==> config.mk <==
export PLATFORM = sky130hd
export DESIGN_NAME = inst_fetch
export DESIGN_NICKNAME = d
export VERILOG_FILES = /design/src/rtl/inst_fetch.sv
export SDC_FILE = /design/constraint.sdc
export NUM_CORES = 1
export LEC_CHECK = 0
export BUFFER_PORTS_ARGS = -buffer_cell sky130_fd_sc_hd__clkbuf_2
export CORE_UTILIZATION = 57
export DETAILED_ROUTE_END_ITERATION = 8
export PLACE_DENSITY = 0.85
export SETUP_SLACK_MARGIN = 0.2
export SLEW_MARGIN = 0
export SYNTH_ARGS = -nofsm -noshare
export SYNTH_HDL_FRONTEND = slang
export SYNTH_SLANG_ARGS = --single-unit
==> constraint.sdc <==
create_clock -name clk_i -period 13.3 [get_ports clk_i]
set_clock_uncertainty 0.1 [all_clocks]
set_input_delay 3.99 -clock clk_i [delete_from_list [all_inputs] [get_ports clk_i]]
set_output_delay 3.99 -clock clk_i [all_outputs]
set_load 0.02 [all_outputs]
==> src/rtl/inst_fetch.sv <==
// Instruction fetch front end: one-bubble pipeline with a stall hold buffer and redirect.
// Optional FETCH_MISALIGN_CHECK_EN rejects misaligned redirects and pulses misalign_fault_o.
`ifndef REG_WIDTH
`define REG_WIDTH 32
`endif

// state  | meaning
// BUBBLE | memory output stale, nothing presented
// RUN    | ir_i presented directly as the instruction
// HOLD   | stalled instruction presented from the hold buffer
module inst_fetch #(
  parameter int               WIDTH    = `REG_WIDTH,
  parameter logic [WIDTH-1:0] RESET_PC = '0
) (
  input  logic             clk_i,
  input  logic             rst_i,
  input  logic             stall_i,
  input  logic             redirect_i,
  input  logic [WIDTH-1:0] redirect_pc_i,
  output logic [WIDTH-1:0] pc_o,
  input  logic [WIDTH-1:0] ir_i,
  output logic             inst_valid_o,
  output logic [WIDTH-1:0] inst_o,
  output logic [WIDTH-1:0] inst_pc_o,
  output logic [WIDTH-1:0] inst_count_o,
  output logic             misalign_fault_o
);

  localparam logic [1:0] BUBBLE = 2'd0;
  localparam logic [1:0] RUN    = 2'd1;
  localparam logic [1:0] HOLD   = 2'd2;

  localparam logic [WIDTH-1:0] WORD_MASK = ~WIDTH'(3);
  localparam logic [WIDTH-1:0] PC_STEP   = WIDTH'(4);

  logic [1:0]       state_q, state_d;
  logic [WIDTH-1:0] pc_q, pc_d;
  logic [WIDTH-1:0] inst_pc_q, inst_pc_d;
  logic [WIDTH-1:0] hold_inst_q, hold_inst_d;
  logic [WIDTH-1:0] hold_pc_q, hold_pc_d;
  logic [WIDTH-1:0] inst_count_q, inst_count_d;

  logic             accept;
  logic             take_redirect;
  logic [WIDTH-1:0] redirect_tgt;
  logic [WIDTH-1:0] pc_next_seq;

  assign inst_valid_o = (state_q != BUBBLE);
  assign accept       = inst_valid_o && !stall_i;
  assign redirect_tgt = redirect_pc_i & WORD_MASK;
  assign pc_next_seq  = pc_q + PC_STEP;

`ifdef FETCH_MISALIGN_CHECK_EN
  logic misalign_q, misalign_d;
  logic redirect_aligned;

  assign redirect_aligned = (redirect_pc_i[1:0] == 2'b00);
  assign take_redirect    = redirect_i && redirect_aligned;
  assign misalign_d       = redirect_i && !redirect_aligned;
  assign misalign_fault_o = misalign_q;

  always_ff @(posedge clk_i or posedge rst_i) begin
    if (rst_i) misalign_q <= 1'b0;
    else       misalign_q <= misalign_d;
  end
`else
  // Low address bits are dropped by the word mask, so every redirect is taken.
  assign take_redirect    = redirect_i;
  assign misalign_fault_o = 1'b0;
`endif

  always_comb begin
    state_d      = state_q;
    pc_d         = pc_q;
    inst_pc_d    = inst_pc_q;
    hold_inst_d  = hold_inst_q;
    hold_pc_d    = hold_pc_q;
    inst_count_d = inst_count_q + {{(WIDTH-1){1'b0}}, accept};

    if (take_redirect) begin
      // Redirect wins over stall; the memory output for the new target arrives after one bubble.
      state_d     = BUBBLE;
      pc_d        = redirect_tgt;
      hold_inst_d = '0;
      hold_pc_d   = '0;
    end else begin
      case (state_q)
        BUBBLE: begin
          state_d   = RUN;
          pc_d      = pc_next_seq;
          inst_pc_d = pc_q;
        end
        RUN: begin
          if (stall_i) begin
            state_d     = HOLD;
            hold_inst_d = ir_i;
            hold_pc_d   = inst_pc_q;
          end else begin
            pc_d      = pc_next_seq;
            inst_pc_d = pc_q;
          end
        end
        HOLD: begin
          if (!stall_i) begin
            state_d   = RUN;
            pc_d      = pc_next_seq;
            inst_pc_d = pc_q;
          end
        end
        default: state_d = BUBBLE;
      endcase
    end
  end

  always_ff @(posedge clk_i or posedge rst_i) begin
    if (rst_i) begin
      state_q      <= BUBBLE;
      pc_q         <= RESET_PC & WORD_MASK;
      inst_pc_q    <= '0;
      hold_inst_q  <= '0;
      hold_pc_q    <= '0;
      inst_count_q <= '0;
    end else begin
      state_q      <= state_d;
      pc_q         <= pc_d;
      inst_pc_q    <= inst_pc_d;
      hold_inst_q  <= hold_inst_d;
      hold_pc_q    <= hold_pc_d;
      inst_count_q <= inst_count_d;
    end
  end

  // While held, pc stays put so ir_i re-settles to the next sequential word.
  assign pc_o         = pc_q;
  assign inst_o       = (state_q == HOLD) ? hold_inst_q : ir_i;
  assign inst_pc_o    = (state_q == HOLD) ? hold_pc_q : inst_pc_q;
  assign inst_count_o = inst_count_q;

endmodule
==> results by group <==
Outcome
  – Status: completed

Layout
  – Most common cell after layout, fill and taps aside: clkbuf_2
  – Most frequent cells in the layout: clkbuf_2, dfrtp_1, mux2_2, a22o_1, nand2_1
  – Area grow syn2layout: 22.3%
  – Design area: 9240 µm²
  – Fill cells: 888
  – Multi-input logic area: 3390 µm²
  – Final non-filler cell total: 1000
  – FF/Latch Area: 3930 µm²
  – Diodes inserted: 0
  – Layout cells sized above 1: 40.6%
  – NumNets Final: 893

STA
  – Worst Tran Pin Value: 1250 ps
  – Tcrit/Tclk final: 64.7%
  – Slew Limit Fails: 0
  – Crit path time final: 8610 ps
  – Relative slew slack: 16.6%
  – # setup viols final: 0
  – Final Hold Viols: 0
  – Total negative slack: 0 ps
  – Hold WS: 380 ps
  – RSZ-0062 raised after global routing: false
  – Max Fclk: 116 MHz

Worst setup path
  – CP max stage cell: mux2_2
  – CP Buf/Inv Count: 2
  – Worst r2r src: state_q[0]
  – Crit path arrival time: 4520 ps
  – Crit path launch: ir_i[27]
  – Crit-path most repeated cell: clkbuf_2
  – Stages on the worst setup path: 3
  – Worst r2r path cells: 6
  – Critical path destination: inst_o[27]
  – Crit path cell chain: clkbuf_2 > mux2_2 > clkbuf_2
  – Critical path class: primary input to output pin
  – Crit-path max FO: 2
  – Flop2flop setup slack: 10180 ps
  – R2R Path End: inst_pc_q[16]
  – Max incr delay on CP: 270 ps
  – Family with the most delay on the worst path: multiplexers
  – Startpoint types: primary input
  – CP Capture Type: output pin
  – Worst path required time: 9210 ps

Synth
  – Post-Synthesis Cell Area: 7550 µm²
  – Top FF cell, synth: dfrtp_1
  – Synth Register Bits: 157
  – Async S/R FF share, synth: 100%
  – Register area share after synthesis: 52.0%
  – Synth unique cells: 49
  – Post-synth EDFFs: 0
  – Post-synthesis average cell area: 11.7 µm²
  – Synth Warn #: 0
  – Post-Syn Instances: 644

Detailed routing
  – DR DRC count: 0
  – 1st-iter DRT viols: 530
  – Met3 wire len: 1250 µm
  – Detailed Route WL: 18800 µm
  – Wire per inst: 18.8 µm
  – Mean number of vias per cell: 6.07
  – Detail Route Antenna Nets: 0
  – Met1 WL: 7620 µm
  – Via count: 6074
  – Metal2 WL: 9410 µm
  – Initial DRT Pass Iterations: 5
  – Top Layer Used: met4

Power and ir drop
  – Leak pwr: 0.00434 µW
  – Max IR drop VDD: 0.128 mV
  – Pwr dens: 185 nW/µm²

CTS
  – Clock sinks: 157
  – CTS HTree Levels: 4
  – CTS root buffer: clkbuf_16
  – CTS tree: done
  – Clk_lat worst skew: 420 ps
  – CTS Hold Bufs: 0
  – Cts repair resizes: 0
  – CTS Buf Count: 17
  – Clock Path Buffers: 2
  – Total setup buffers inserted after CTS: 0
  – CTS clock-pin slew for the worst setup and hold paths: 60 ps

Global route
  – Vias in the first global route: 5925
  – Gr ovfl total: 0
  – Overall Global Routing Usage: 28.4%
  – Largest net degree at the start of global routing: 83
  – Initial antenna violation count: 0
  – First-pass GRT wire length: 29600 µm

Floorplanning
  – Die footprint: 13700 µm²
  – Row cnt: 41
  – Starting Density: 59.1%
  – Core area: 12800 µm²
  – Die height: 117 µm
  – I/O pin count: 198
  – Chip Width: 117 µm

Job
  – Max-cap violation count: 0

Min path
  – Worst Hold Class: register to register

Placed design
  – I/O Buffers: 192
  – Cells after DPL: 969
  – GPL Wtd Cong: 0.844
  – Placed cell area: 8580 µm²
  – Detail Placement HPWL: 12500 µm
## cells in the mapped netlist (all sizes together), types with 11 or more instances
| cell | count | area share, % |
|---|---|---|
| clkbuf | 33 | 1.7 |
| o311ai | 13 | 1.5 |
| buf | 11 | 0.96 |
| dfrtp | 157 | 52 |
| xnor2 | 34 | 3.9 |
| nand4 | 24 | 2.2 |
| nand2 | 37 | 1.8 |
| inv | 12 | 0.60 |
| o21ai | 11 | 0.73 |
| a22o | 62 | 7.2 |
| nor2 | 28 | 1.4 |
| mux2 | 92 | 14 |
| nand3 | 28 | 1.9 |
## layer usage
metal / up-vias / track usage [%]
met5: - / 0
met4: 0 / 13.3
met3: 43 / 6.59
met2: 264 / 46.5
met1: 3042 / 36.0
li1: 2725 / -
## registers in the layout, summed over array words and instances (netlist names)
| register | flops |
|---|---|
| hold_inst_q | 32 |
| pc_o | 30 |
| state_q | 2 |
| inst_count_o | 32 |
| hold_pc_q | 31 |
| inst_pc_q | 30 |
## where the power goes
part	internal (µW)	total [µW]	switching [µW]
logic	220	529	309
clock network	346	536	190
registers	566	647	81.1
total	1130	1710	580
## metrics by stage
step,util [%],power (µW),setup slack (ps)
6_report,72.3,1710,4690
5_1_grt,72.3,1790,4680
4_1_cts,72.3,1720,4700
3_5_place_dp,67.2,1180,4690
3_3_place_gp,67.2,1160,4710
2_1_floorplan,-,1010,4920
## worst reg2reg max path, stage by stage, from the launching register on
cell,delay (ps)
dfrtp_1,430
inv_1,110
ha_1,330
and2_1,340
nor3_2,900
buf_4,420
mux2_2,390
## cells by family after synthesis
kind of cell | after synthesis | synth area share, %
muxes | 94 | 14.0
DFF | 157 | 52.0
AOI/OAI and AO/OA | 111 | 11.8
buffers and inverters | 58 | 3.46
and+or+nand+nor | 176 | 12.9
other | 1 | 0.0496
adders and majority gates | 9 | 1.49
xor gates and xnor gates | 38 | 4.41
## how the worst min path moves through the flow
stage | from | to | slack (ps) | cells past startpoint
finish | hold_pc_q[1] | hold_pc_q[1] | 380 | 1
global route | hold_pc_q[27] | hold_pc_q[27] | 410 | 1
CTS | hold_pc_q[1] | hold_pc_q[1] | 390 | 1
detailed placement | hold_pc_q[1] | hold_pc_q[1] | 370 | 1
global placement | inst_count_o[31] | inst_count_o[31] | 360 | 1
floorplan | hold_pc_q[1] | hold_pc_q[1] | 340 | 1
## final cells by class
cell class | instances | area share (%)
multi-input combinational | 431 | 36.7
clock buffer | 20 | 5.05
clock inverter | 11 | 2.04
timing repair buffer | 197 | 10.8
inverter | 12 | 0.542
sequential | 157 | 42.5
tap | 172 | 2.33
(Power assumes the default switching activity.)
